File: src/rtl/calc_unit.sv
// Small 4-bit calculator: add, subtract and an optional shift-add multiply, with a
// two-digit multiplexed seven-segment readout of the 8-bit result. Define MUL_EN to build the multiplier.
module calc_unit #(
    parameter int REFRESH_DIV = 50000
) (
    input  logic       clk,
    input  logic       rst,
    input  logic [3:0] a,
    input  logic [3:0] b,
    input  logic [1:0] op,
    input  logic       start,
    output logic       busy,
    output logic       done,
    output logic       err,
    output logic [7:0] result,
    output logic [6:0] seg,
    output logic [1:0] an
);

    typedef enum logic [1:0] {
        S_IDLE = 2'b00,
        S_CALC = 2'b01,
        S_DONE = 2'b10
    } state_e;

    typedef enum logic [1:0] {
        OP_ADD = 2'b00,
        OP_SUB = 2'b01,
        OP_MUL = 2'b10,
        OP_RSV = 2'b11
    } op_e;

    localparam int CNT_W = (REFRESH_DIV > 1) ? $clog2(REFRESH_DIV) : 1;
    localparam logic [CNT_W-1:0] CNT_MAX = CNT_W'(REFRESH_DIV - 1);

    state_e     state_q;
    op_e        op_q;
    logic [3:0] a_q;
    logic [3:0] b_q;
    logic       busy_q;
    logic       done_q;
    logic       err_q;
    logic [7:0] result_q;

    logic [7:0] calc_res;
    logic       calc_err;
    logic       calc_last;

`ifdef MUL_EN
    logic [7:0] acc_q;
    logic [7:0] mcand_q;
    logic [3:0] mplier_q;
    logic [1:0] step_q;
    logic [7:0] acc_next;

    assign acc_next = mplier_q[0] ? (acc_q + mcand_q) : acc_q;
`endif

    // NOTE: every variable assigned in always_comb gets a default first, so no path can infer a latch.
    always_comb begin
        calc_res  = 8'h00;
        calc_err  = 1'b1;
        calc_last = 1'b1;
        case (op_q)
            OP_ADD: begin
                calc_res = {4'b0000, a_q} + {4'b0000, b_q};
                calc_err = 1'b0;
            end
            OP_SUB: begin
                calc_res = {4'b0000, a_q} - {4'b0000, b_q};
                calc_err = 1'b0;
            end
`ifdef MUL_EN
            OP_MUL: begin
                calc_res  = acc_next;
                calc_err  = 1'b0;
                calc_last = (step_q == 2'd3);
            end
`endif
            default: ;
        endcase
    end

    // NOTE: sequential state uses non-blocking assignments so every register samples pre-edge values.
    always_ff @(posedge clk or posedge rst) begin
        if (rst) begin
            state_q  <= S_IDLE;
            op_q     <= OP_ADD;
            a_q      <= 4'h0;
            b_q      <= 4'h0;
            busy_q   <= 1'b0;
            done_q   <= 1'b0;
            err_q    <= 1'b0;
            result_q <= 8'h00;
`ifdef MUL_EN
            acc_q    <= 8'h00;
            mcand_q  <= 8'h00;
            mplier_q <= 4'h0;
            step_q   <= 2'd0;
`endif
        end else begin
            done_q <= 1'b0;
            case (state_q)
                S_IDLE: begin
                    if (start) begin
                        a_q     <= a;
                        b_q     <= b;
                        op_q    <= op_e'(op);
                        busy_q  <= 1'b1;
                        state_q <= S_CALC;
`ifdef MUL_EN
                        acc_q    <= 8'h00;
                        mcand_q  <= {4'b0000, a};
                        mplier_q <= b;
                        step_q   <= 2'd0;
`endif
                    end
                end
                S_CALC: begin
                    if (calc_last) begin
                        result_q <= calc_res;
                        err_q    <= calc_err;
                        done_q   <= 1'b1;
                        state_q  <= S_DONE;
                    end
`ifdef MUL_EN
                    // One multiplier bit per cycle, LSB first; the last bit is folded in by calc_res.
                    else begin
                        acc_q    <= acc_next;
                        mcand_q  <= {mcand_q[6:0], 1'b0};
                        mplier_q <= {1'b0, mplier_q[3:1]};
                        step_q   <= step_q + 2'd1;
                    end
`endif
                end
                S_DONE: begin
                    busy_q  <= 1'b0;
                    state_q <= S_IDLE;
                end
                default: begin
                    busy_q  <= 1'b0;
                    state_q <= S_IDLE;
                end
            endcase
        end
    end

    logic [CNT_W-1:0] refresh_q;
    logic [CNT_W-1:0] refresh_d;
    logic             sel_q;
    logic             sel_d;

    always_comb begin
        refresh_d = refresh_q + CNT_W'(1);
        sel_d     = sel_q;
        if (refresh_q == CNT_MAX) begin
            refresh_d = '0;
            sel_d     = ~sel_q;
        end
    end

    always_ff @(posedge clk or posedge rst) begin
        if (rst) begin
            refresh_q <= '0;
            sel_q     <= 1'b0;
        end else begin
            refresh_q <= refresh_d;
            sel_q     <= sel_d;
        end
    end

    function automatic logic [6:0] hex_glyph(input logic [3:0] nib);
        case (nib)
            4'h0:    hex_glyph = 7'b1000000;
            4'h1:    hex_glyph = 7'b1111001;
            4'h2:    hex_glyph = 7'b0100100;
            4'h3:    hex_glyph = 7'b0110000;
            4'h4:    hex_glyph = 7'b0011001;
            4'h5:    hex_glyph = 7'b0010010;
            4'h6:    hex_glyph = 7'b0000010;
            4'h7:    hex_glyph = 7'b1111000;
            4'h8:    hex_glyph = 7'b0000000;
            4'h9:    hex_glyph = 7'b0010000;
            4'hA:    hex_glyph = 7'b0001000;
            4'hB:    hex_glyph = 7'b0000011;
            4'hC:    hex_glyph = 7'b1000110;
            4'hD:    hex_glyph = 7'b0100001;
            4'hE:    hex_glyph = 7'b0000110;
            default: hex_glyph = 7'b0001110;
        endcase
    endfunction

    // Decoded straight from the result register so the digits track it with no extra lag.
    assign seg    = hex_glyph(sel_q ? result_q[7:4] : result_q[3:0]);
    assign an     = sel_q ? 2'b01 : 2'b10;
    assign busy   = busy_q;
    assign done   = done_q;
    assign err    = err_q;
    assign result = result_q;

endmodule

File: config.mk
export PLATFORM = sky130hd
export DESIGN_NAME = calc_unit
export DESIGN_NICKNAME = d
export VERILOG_FILES = /design/src/rtl/calc_unit.sv
export SDC_FILE = /design/constraint.sdc
export NUM_CORES = 1
export LEC_CHECK = 0
export BUFFER_PORTS_ARGS = -buffer_cell sky130_fd_sc_hd__buf_2
export CAP_MARGIN = 20
export CORE_MARGIN = 5
export CORE_UTILIZATION = 60
export CTS_BUF_LIST = sky130_fd_sc_hd__clkbuf_4
export CTS_CLUSTER_SIZE = 8
export DETAILED_ROUTE_END_ITERATION = 7
export GPL_TIMING_DRIVEN = 0
export PLACE_DENSITY = 0.84
export SETUP_SLACK_MARGIN = 0.5
export SYNTH_ARGS = -nofsm -noshare
export SYNTH_HDL_FRONTEND = slang
export SYNTH_SLANG_ARGS = --single-unit
File: constraint.sdc
create_clock -name clk -period 3.5 [get_ports clk]
set_clock_uncertainty 0.1 [all_clocks]
set_input_delay 0.7 -clock clk [delete_from_list [all_inputs] [get_ports clk]]
set_output_delay 0.7 -clock clk [all_outputs]
set_load 0.02 [all_outputs]
==> results of run 1 <==
[worst paths after layout]
path,start,to,slack [ns],cells past startpoint
max reg2reg,b_q[1]$_DFFE_PP0P_,result[3]$_DFFE_PP0P_,1.69,6
max,sel_q$_DFFE_PP0N_,seg[3],0.61,6
min in group clk,refresh_q[13]$_DFF_PP0_,refresh_q[13]$_DFF_PP0_,0.39,1
max in group asynchronous,rst,result[6]$_DFFE_PP0P_,2.38,3
min reg2reg,refresh_q[13]$_DFF_PP0_,refresh_q[13]$_DFF_PP0_,0.39,1
min,rst,refresh_q[2]$_DFF_PP0_,0.36,2
[state kept, by name, summed over array words and instances, names as in the netlist]
| register | flops |
|---|---|
| b_q | 4 |
| result | 6 |
| refresh_q | 16 |
| a_q | 4 |
| state_q | 2 |
| err | 1 |
| done | 1 |
| busy | 1 |
| sel_q | 1 |
| op_q | 2 |
[worst max-delay path: stages (launching register included)]
cell and delay [ns]:
sky130_fd_sc_hd__dfrtp_1 0.39, sky130_fd_sc_hd__buf_8 0.15, sky130_fd_sc_hd__mux2i_4 0.28, sky130_fd_sc_hd__inv_1 0.10
sky130_fd_sc_hd__ha_2 0.21, sky130_fd_sc_hd__mux4_2 0.45, sky130_fd_sc_hd__buf_2 0.17
[metal layers]
metal	vias up	share of wire (%)	GRT usage, %
li1	806	-	-
met1	776	46	23.1
met2	47	47	27.9
met3	3	6.7	5.80
met4	0	0.73	4.04
met5	-	0	0
[cell families after synthesis]
| logic type | Yosys count |
|---|---|
| and+or+nand+nor | 69 |
| DFF | 38 |
| AOI/OAI and AO/OA | 33 |
| buffers and inverters | 27 |
| adders and majority gates | 17 |
| xor gates and xnor gates | 14 |
| muxes | 12 |
[cell usage in the layout (no fill, tap or decap), types with 10 or more instances in the layout]
cell and n:
sky130_fd_sc_hd__inv_1 18, sky130_fd_sc_hd__buf_2 32, sky130_fd_sc_hd__o21ai_0 11, sky130_fd_sc_hd__nand2_1 18, sky130_fd_sc_hd__xnor2_1 10, sky130_fd_sc_hd__nor2_1 19
sky130_fd_sc_hd__dfrtp_1 38, sky130_fd_sc_hd__ha_1 13
[power groups by stage]
stage | Clock (mW) | Sequential (mW) | Combinational, mW
finish | 0.220 | 0.584 | 0.790
global route | 0.247 | 0.595 | 0.878
CTS | 0.229 | 0.581 | 0.770
detailed placement | 0 | 0.579 | 0.741
global placement | 0 | 0.574 | 0.719
floorplan | 0 | 0.616 | 0.492
[layout make-up]
cell class                      instances  area, sq um  area share (%)
Inverter                               19         71.3            2.85
Clock inverter                          2         8.76           0.350
Buffer                                  8         52.6            2.10
Sequential cell                        38          951            38.0
Timing Repair Buffer                   36          210            8.39
Multi-Input combinational cell        145         1110            44.3
Clock buffer                            6         45.0            1.80
Tap cell                               46         57.6            2.30
[what timing repair did]
action | in CTS | in global routing
resized for setup | 4 | 5
setup buffers | 2 | 1
hold buffers | 0 | 0
endpoints found under the setup margin | 4 | 2
==> flow_metrics.py, run 1 <==
metrics = {
    "status": {
        "outcome": "finished, final reports clean",
    },
    "routing": {
        "detailroute.via_count": 1632,
        "routed_via_density": 5.44,
        "drt_wl_cell_um": 13.6,
        "first_pass_iters": 4,
        "drc_violation_count_after_routing": 0,
        "drtIter0Drc": 71,
        "ant_nets": 0,
        "wirelength_um": 4090,
    },
    "clocking": {
        "cts-root-buf": "sky130_fd_sc_hd__clkbuf_4",
        "cts_htree_levels": 2,
        "cts_made_buffers": 5,
        "worst_skew_pair.late_latency_ns": 0.34,
        "cts.reportedPaths.clkPinSlew_ns": 0.11,
        "cts.sink_count": 38,
        "tritoncts": "yes",
        "clock_path_buffers": 2,
    },
    "synthesis": {
        "synth_register_bits": 38,
        "post-synth-top-area-fraction_pct": 44.3,
        "synth_fp_nets": 240,
        "yosys.area_share.simple_pct": 16.8,
        "yosys.area_share.xor_xnor_pct": 5.71,
        "synthArstFlopShare_pct": 100,
        "synth_mux_area_share_pct": 6.70,
        "synth_area_per_cell_sq_um": 10.2,
        "synth_compound_gate_area_share_pct": 10.2,
        "yosys.cell_count.top_type": "sky130_fd_sc_hd__dfrtp_1",
        "synth-edff-count": 0,
        "synth.top_cells.by_count": "sky130_fd_sc_hd__dfrtp_1, sky130_fd_sc_hd__inv_1, sky130_fd_sc_hd__nor2_1, sky130_fd_sc_hd__nand2_1, sky130_fd_sc_hd__ha_1",
        "postSynthCellCount": 210,
        "seq_area_frac_synth_pct": 44.3,
        "ys_dominant_reg_cell": "sky130_fd_sc_hd__dfrtp_1",
        "synth.cell_area_sq_um": 2150,
        "synth_area_leader_cell": "sky130_fd_sc_hd__dfrtp_1",
        "synth.distinct_cells": 42,
        "synth_top_cells_by_area": "sky130_fd_sc_hd__dfrtp_1, sky130_fd_sc_hd__ha_1, sky130_fd_sc_hd__xnor2_1",
        "main_combinational_cell_family_by_area_after_synthesis": "simple AND/OR/NAND/NOR gates",
        "ys_warn_count": 0,
        "synth-adder-area-share_pct": 10.6,
    },
    "worst_setup_path": {
        "setup.worst_path.end_class": "primary output",
        "start_kind": "register",
        "worstPathMaxFanout": 6,
        "start_to_end_type_of_the_worst_setup_path": "reg -> out",
        "critPathRequiredTime_ns": 2.70,
        "worst-endpoint-arrival_ns": 2.09,
    },
    "timing": {
        "fmax_mhz": 346,
        "timing.hold.ws_ns": 0.364,
        "totalNegativeSetupSlack_ns": 0,
        "setup_slack_ns": 0.612,
        "timing.final.setup_violations": 0,
        "period_needed_ns": 2.89,
        "min_period_over_period_pct": 82.5,
        "setup_repair_after_global_routing_missed_its_margin": "false",
        "count_of_final_hold_check_violations": 0,
        "timing_worst_slew_pin_value_ns": 0.737,
        "slew-limit-headroom_pct": 50.8,
        "timing_max_transition_violations_final": 0,
    },
    "die": {
        "die_width_um": 69.8,
        "rows": 21,
        "floorplan.die.height_um": 69.8,
        "die_area_sq_um": 4880,
        "fp.coreArea_sq_um": 3390,
        "floorplan.initialDensity_pct": 63.4,
        "ios": 33,
    },
    "run": {
        "timing.max_cap.violations": 0,
    },
    "power_and_ir_drop": {
        "power.internal_uw": 925,
        "power_density_nw_per_um2": 636,
        "seq_pwr_share_pct": 36.6,
        "total_leakage_power_nw": 1.25,
        "power_switching_share_pct": 42.0,
        "post_layout_total_power_mw": 1.59,
        "power_frac_clock_pct": 13.8,
        "combPwrFrac_pct": 49.6,
        "ir_drop_v": 0.000462,
        "switchingPower_uw": 669,
    },
    "final_layout": {
        "finalNetCount": 283,
        "fin_util_pct": 73.9,
        "drive_gt1_share_pct": 25.6,
        "layoutNonFillerInstCount": 300,
        "fin_area_sq_um": 2500,
        "area_growth_syn_to_layout_pct": 16.6,
        "fill_cells": 254,
        "n_antenna_cell": 0,
    },
    "grt": {
        "antenna_violations_before_repair": 0,
        "vias_in_the_first_global_route": 1572,
        "grt_start_max_net_pins": 23,
        "grt_use_total_pct": 17.5,
        "overflow": 0,
        "grt_first_pass_wirelength_um": 7020,
    },
    "place": {
        "finalWeightedCongestion": 0.840,
        "placed_cell_area_sq_um": 2390,
        "place_hpwl_um": 3040,
        "port_buffers": 32,
        "numPlacedInstances": 289,
        "placement.setup.worst_slack_ns": 0.670,
    },
    "worst_hold_path": {
        "timing.hold.worst.class": "in -> async",
    },
}
(Power assumes the default switching activity.)
==> inputs of run 2 (changes only) <==
- CORE_UTILIZATION: 60 -> 53
- PLACE_DENSITY: 0.84 -> 0.78
- clock period: 3.5 -> 2.4 ns (I/O delays scaled with it)
==> run 2 against run 1 <==
The flow now finishes with violations (negative setup slack). Sequential cell count is the same. Via count grew 0.80%. Clock power grew 150%. Routed wire length grew 6.3%. First-iteration DRC count shrank 21%. Non-clock buffer count grew 8. Clock-buffer cell count shrank 1. Sequential power grew 46%. Cell count grew 4.0%. Utilization shrank 4.6 points. Largest cell class unchanged. Largest power group unchanged.
==> flow_metrics.py, run 2 (same netlist as run 1, synthesis figures left out) <==
metrics = {
    "status": {
        "outcome": "finished, violations left",
        "violated_checks": "negative setup slack",
    },
    "worst_setup_path": {
        "critPathRequiredTime_ns": 1.82,
        "r2r-start": "b_q[1]$_DFFE_PP0P_",
        "start_to_end_type_of_the_worst_setup_path": "reg -> out",
        "timing.critical_path.cells": "buf_8 > mux2i_4 > inv_2 > ha_4 > mux4_2 > buf_6",
        "start_kind": "register",
        "regToRegSetupSlack_ns": 0.61,
        "r2r_cells": 6,
        "reg2reg_to": "result[3]$_DFFE_PP0P_",
        "setup.worst_path.end_class": "primary output",
        "crit_path_max_incr_delay_ns": 0.48,
        "worst_path_max_delay_cell": "sky130_fd_sc_hd__mux4_2",
        "worst-endpoint-arrival_ns": 2.14,
        "worstPathMaxFanout": 5,
    },
    "clocking": {
        "cts.reportedPaths.clkPinSlew_ns": 0.12,
        "tritoncts": "yes",
        "clock_path_buffers": 2,
        "cts_made_buffers": 5,
        "cts_htree_levels": 2,
        "cts-root-buf": "sky130_fd_sc_hd__clkbuf_4",
        "cts.sink_count": 38,
        "hold_buffers_post_cts": 0,
        "worst_skew_pair.late_latency_ns": 0.35,
    },
    "final_layout": {
        "fill_cells": 299,
        "drive_gt1_share_pct": 33.2,
        "registers.top_by_ff_count": "refresh_q",
        "mostFrequentLayoutCell": "sky130_fd_sc_hd__dfrtp_1",
        "largest_reg_flops": 16,
        "fin_area_sq_um": 2750,
        "fin_util_pct": 69.3,
        "layoutNonFillerInstCount": 312,
        "mostFrequentLayoutCells": "sky130_fd_sc_hd__dfrtp_1, sky130_fd_sc_hd__buf_2, sky130_fd_sc_hd__nor2_1",
        "area_growth_syn_to_layout_pct": 28.1,
        "n_antenna_cell": 0,
        "finalNetCount": 291,
    },
    "routing": {
        "routed_via_density": 5.27,
        "detailroute.via_count": 1645,
        "drt_wl_cell_um": 13.9,
        "drc_violation_count_after_routing": 0,
        "ant_nets": 0,
        "first_pass_iters": 4,
        "drtIter0Drc": 56,
        "wirelength_um": 4350,
    },
    "place": {
        "finalWeightedCongestion": 0.896,
        "placement.setup.worst_slack_ns": 0.0462,
        "place_hpwl_um": 3010,
        "placed_cell_area_sq_um": 2410,
        "port_buffers": 32,
        "numPlacedInstances": 292,
    },
    "die": {
        "rows": 23,
        "ios": 33,
        "die_width_um": 73.7,
        "die_area_sq_um": 5430,
        "fp.coreArea_sq_um": 3970,
        "floorplan.initialDensity_pct": 54.1,
        "floorplan.die.height_um": 73.7,
    },
    "power_and_ir_drop": {
        "power_frac_clock_pct": 18.6,
        "power_density_nw_per_um2": 1060,
        "post_layout_total_power_mw": 2.91,
        "combPwrFrac_pct": 52.0,
        "power_switching_share_pct": 38.3,
        "ir_drop_v": 0.000618,
        "switchingPower_mw": 1.11,
        "power.internal_mw": 1.79,
        "total_leakage_power_nw": 1.34,
        "seq_pwr_share_pct": 29.4,
    },
    "grt": {
        "grt_use_total_pct": 17.4,
        "grt_first_pass_wirelength_um": 7250,
        "vias_in_the_first_global_route": 1593,
        "grt_start_max_net_pins": 39,
        "antenna_violations_before_repair": 0,
        "overflow": 0,
    },
    "timing": {
        "timing_worst_slew_pin_value_ns": 0.776,
        "min_period_over_period_pct": 113,
        "timing_max_transition_violations_final": 0,
        "totalNegativeSetupSlack_ns": -1.51,
        "setup_slack_ns": -0.317,
        "period_needed_ns": 2.72,
        "slew-limit-headroom_pct": 48.2,
        "fmax_mhz": 368,
        "count_of_final_hold_check_violations": 0,
        "setup_repair_after_global_routing_missed_its_margin": "true",
        "timing.hold.ws_ns": 0.158,
        "timing.final.setup_violations": 7,
    },
    "run": {
        "timing.max_cap.violations": 0,
    },
    "worst_hold_path": {
        "timing.hold.worst.class": "in -> async",
    },
}
-- run 2: routing by layer --
metal / wire, um / vias to the layer above / GRT usage (%)
li1: - / 829 / -
met1: 2000 / 764 / 23.5
met2: 2030 / 41 / 27.2
met3: 209 / 11 / 4.24
met4: 110 / 0 / 6.24
met5: 0 / - / 0
-- run 2: worst max-delay path, delay by kind of cell (launching register included) --
| kind | cells | cell delay (ns) |
|---|---|---|
| flip-flops | 1 | 0.40 |
| buffers and inverters | 3 | 0.41 |
| multiplexers | 2 | 0.80 |
| adder cells (fa/ha/maj) | 1 | 0.19 |
-- run 2: worst max path at each step --
stage | from | endpoint | cells after the start
final | sel_q$_DFFE_PP0N_ | seg[3] | 6
after global routing | sel_q$_DFFE_PP0N_ | seg[3] | 6
after floorplan | sel_q$_DFFE_PP0N_ | seg[3] | 5
after detailed placement | sel_q$_DFFE_PP0N_ | seg[3] | 6
after global placement | sel_q$_DFFE_PP0N_ | seg[3] | 6
after CTS | sel_q$_DFFE_PP0N_ | seg[3] | 6
-- run 2: layout make-up --
class                   count  area [sq um]  area share, %
clock buffers               5          37.5           1.36
inverters                  19          73.8           2.68
repair buffers             44           294           10.7
flip-flops and latches     38           951           34.6
plain buffers               8          52.6           1.91
well taps                  50          62.6           2.27
multi-input cells         145          1210           44.0
clock inverters             3          68.8           2.50
-- run 2: power by group through the flow --
| stage | logic [mW] | registers, mW | clock network (mW) |
|---|---|---|---|
| CTS | 1.37 | 0.855 | 0.556 |
| floorplan | 0.764 | 0.912 | 0 |
| global placement | 1.10 | 0.855 | 0 |
| detailed placement | 1.13 | 0.860 | 0 |
| finish | 1.51 | 0.854 | 0.541 |
| global route | 1.65 | 0.871 | 0.592 |
-- run 2: timing repair --
item                       CTS  global route
setup endpoints to repair    7             7
gates cloned                 0             0
buffers inserted             9             3
resized for setup           20            15
pin swaps                    2             5
==> inputs of run 3 (changes only) <==
- clock period: 2.4 -> 2.2 ns (I/O delays scaled with it)
==> run 3 against run 2 <==
The run still ends with negative setup slack left. Via count rose by 4.3%. Clock-buffer cell count did not move. Sequential power rose by 10%. First-iteration DRC count fell by 27%. Worst hold slack got worse by 0.035 ns. Worst setup slack got worse by 0.13 ns. Sequential cell count did not move. Largest power group unchanged.
==> flow_metrics.py, run 3 (same netlist as run 1, synthesis figures left out) <==
metrics = {
    "place": {
        "place_hpwl_um": 3030,
        "numPlacedInstances": 292,
        "port_buffers": 32,
        "finalWeightedCongestion": 0.896,
    },
    "clocking": {
        "hold_buffers_post_cts": 0,
        "cts_made_buffers": 5,
        "cts.reportedPaths.clkPinSlew_ns": 0.10,
        "cts.sink_count": 38,
        "clock_path_buffers": 2,
        "cts-root-buf": "sky130_fd_sc_hd__clkbuf_4",
        "tritoncts": "yes",
        "worst_skew_pair.late_latency_ns": 0.34,
        "cts_htree_levels": 2,
    },
    "power_and_ir_drop": {
        "power.internal_mw": 1.90,
        "power_density_nw_per_um2": 1100,
        "power_switching_share_pct": 39.6,
        "ir_drop_v": 0.000638,
        "post_layout_total_power_mw": 3.15,
        "power_frac_clock_pct": 14.0,
        "total_leakage_power_nw": 1.35,
        "switchingPower_mw": 1.25,
        "seq_pwr_share_pct": 29.9,
        "combPwrFrac_pct": 56.1,
    },
    "worst_setup_path": {
        "start_to_end_type_of_the_worst_setup_path": "reg -> out",
        "worst-endpoint-arrival_ns": 2.11,
        "timing.critical_path.cells": "buf_8 > mux2i_4 > inv_4 > ha_4 > mux4_2 > buf_6",
        "critPathRequiredTime_ns": 1.66,
        "crit_path_max_incr_delay_ns": 0.46,
        "cp_top_family": "multiplexers",
        "critPathLaunch": "sel_q$_DFFE_PP0N_",
        "worst_path_max_delay_cell": "sky130_fd_sc_hd__mux4_2",
        "cp.buffers_inverters": 3,
        "worstPathMaxFanout": 5,
        "start_kind": "register",
        "r2r-start": "b_q[0]$_DFFE_PP0P_",
        "setup.worst_path.end_class": "primary output",
        "regToRegSetupSlack_ns": 0.48,
    },
    "timing": {
        "timing_worst_slew_pin_value_ns": 0.763,
        "period_needed_ns": 2.65,
        "setup_slack_ns": -0.450,
        "min_period_over_period_pct": 120,
        "timing.hold.ws_ns": 0.123,
        "slew-limit-headroom_pct": 49.0,
        "count_of_final_hold_check_violations": 0,
        "timing_max_transition_violations_final": 0,
        "fmax_mhz": 377,
        "setup_repair_after_global_routing_missed_its_margin": "true",
        "timing.final.setup_violations": 7,
    },
    "final_layout": {
        "finalNetCount": 298,
        "drive_gt1_share_pct": 42.9,
        "fin_util_pct": 72.5,
        "mostFrequentLayoutCells": "sky130_fd_sc_hd__dfrtp_1, sky130_fd_sc_hd__buf_2, sky130_fd_sc_hd__buf_4",
        "mostFrequentLayoutCell": "sky130_fd_sc_hd__dfrtp_1",
        "layoutNonFillerInstCount": 318,
        "registers.top_by_ff_count": "refresh_q",
        "n_antenna_cell": 0,
        "area_growth_syn_to_layout_pct": 34.1,
        "largest_reg_flops": 16,
    },
    "status": {
        "violated_checks": "negative setup slack",
        "outcome": "finished, violations left",
    },
    "worst_hold_path": {
        "timing.hold.worst.class": "in -> async",
    },
    "grt": {
        "vias_in_the_first_global_route": 1681,
        "grt_start_max_net_pins": 39,
        "antenna_violations_before_repair": 0,
        "grt_first_pass_wirelength_um": 7570,
        "grt_use_total_pct": 18.1,
        "overflow": 0,
    },
    "routing": {
        "first_pass_iters": 4,
        "ant_nets": 0,
        "detailroute.via_count": 1716,
        "drtIter0Drc": 41,
        "routed_via_density": 5.40,
        "drt_wl_cell_um": 14.3,
        "wirelength_um": 4540,
        "drc_violation_count_after_routing": 0,
    },
    "die": {
        "floorplan.initialDensity_pct": 54.1,
        "ios": 33,
        "fp.coreArea_sq_um": 3970,
        "die_width_um": 73.7,
        "floorplan.die.height_um": 73.7,
        "rows": 23,
        "die_area_sq_um": 5430,
    },
    "run": {
        "timing.max_cap.violations": 0,
    },
}
==> run 3: final timing paths <==
| path | endpoint | cells past startpoint |
|---|---|---|
| max | seg[3] | 6 |
| min | busy$_DFFE_PP0P_ | 2 |
| max reg2reg | result[4]$_DFFE_PP0P_ | 6 |
| min reg2reg | refresh_q[0]$_DFF_PP0_ | 1 |
| max in group asynchronous | result[6]$_DFFE_PP0P_ | 2 |
| min in group clk | a_q[1]$_DFFE_PP0P_ | 3 |
==> run 3: layout make-up <==
class	count	area, sq um
sequential	38	953
multi-input combinational	145	1300
buffer	8	58.8
tap	50	62.6
clock inverter	2	33.8
timing repair buffer	51	363
fill	265	1090
inverter	19	73.8
clock buffer	5	37.5
==> run 3: power groups by stage <==
stage | clock [mW] | sequential (mW) | combinational, mW
after floorplan | 0 | 0.995 | 0.834
after global placement | 0 | 0.933 | 1.20
after detailed placement | 0 | 0.937 | 1.24
final | 0.440 | 0.943 | 1.77
after global routing | 0.485 | 0.961 | 1.92
after CTS | 0.455 | 0.944 | 1.61
==> run 3: worst reg2reg max path, stage by stage (launching register included) <==
cell and delay [ns]:
sky130_fd_sc_hd__dfrtp_1 0.43, sky130_fd_sc_hd__ha_2 0.21, sky130_fd_sc_hd__inv_2 0.04, sky130_fd_sc_hd__fa_2 0.34
sky130_fd_sc_hd__o21bai_1 0.17, sky130_fd_sc_hd__a21oi_1 0.09, sky130_fd_sc_hd__o41ai_1 0.22
==> run 3: what timing repair did <==
action                                  4_1_cts  5_1_grt
pin swaps                                     5       11
resized for setup                            43       25
endpoints found under the setup margin       17       27
buffers inserted                             13        6
cloned                                        0        0
==> run 3: per-stage QoR <==
step                      worst slack (ns)  instance area [sq um]  TNS [ns]
after floorplan                     0.0672                   2190         0
after global placement             -0.0765                   2410   -0.0765
after detailed placement            -0.103                   2410    -0.180
after CTS                           -0.472                   2760     -2.70
after global routing                -0.552                   2880     -3.39
final                               -0.450                   2880     -2.63
==> run 3: routing by layer <==
layer	vias to the layer above	part of all wire [%]	global-route usage, %
li1	837	-	-
met1	819	44	23.3
met2	50	48	28.6
met3	10	5.6	4.51
met5	-	0	0
met4	0	2.1	8.45
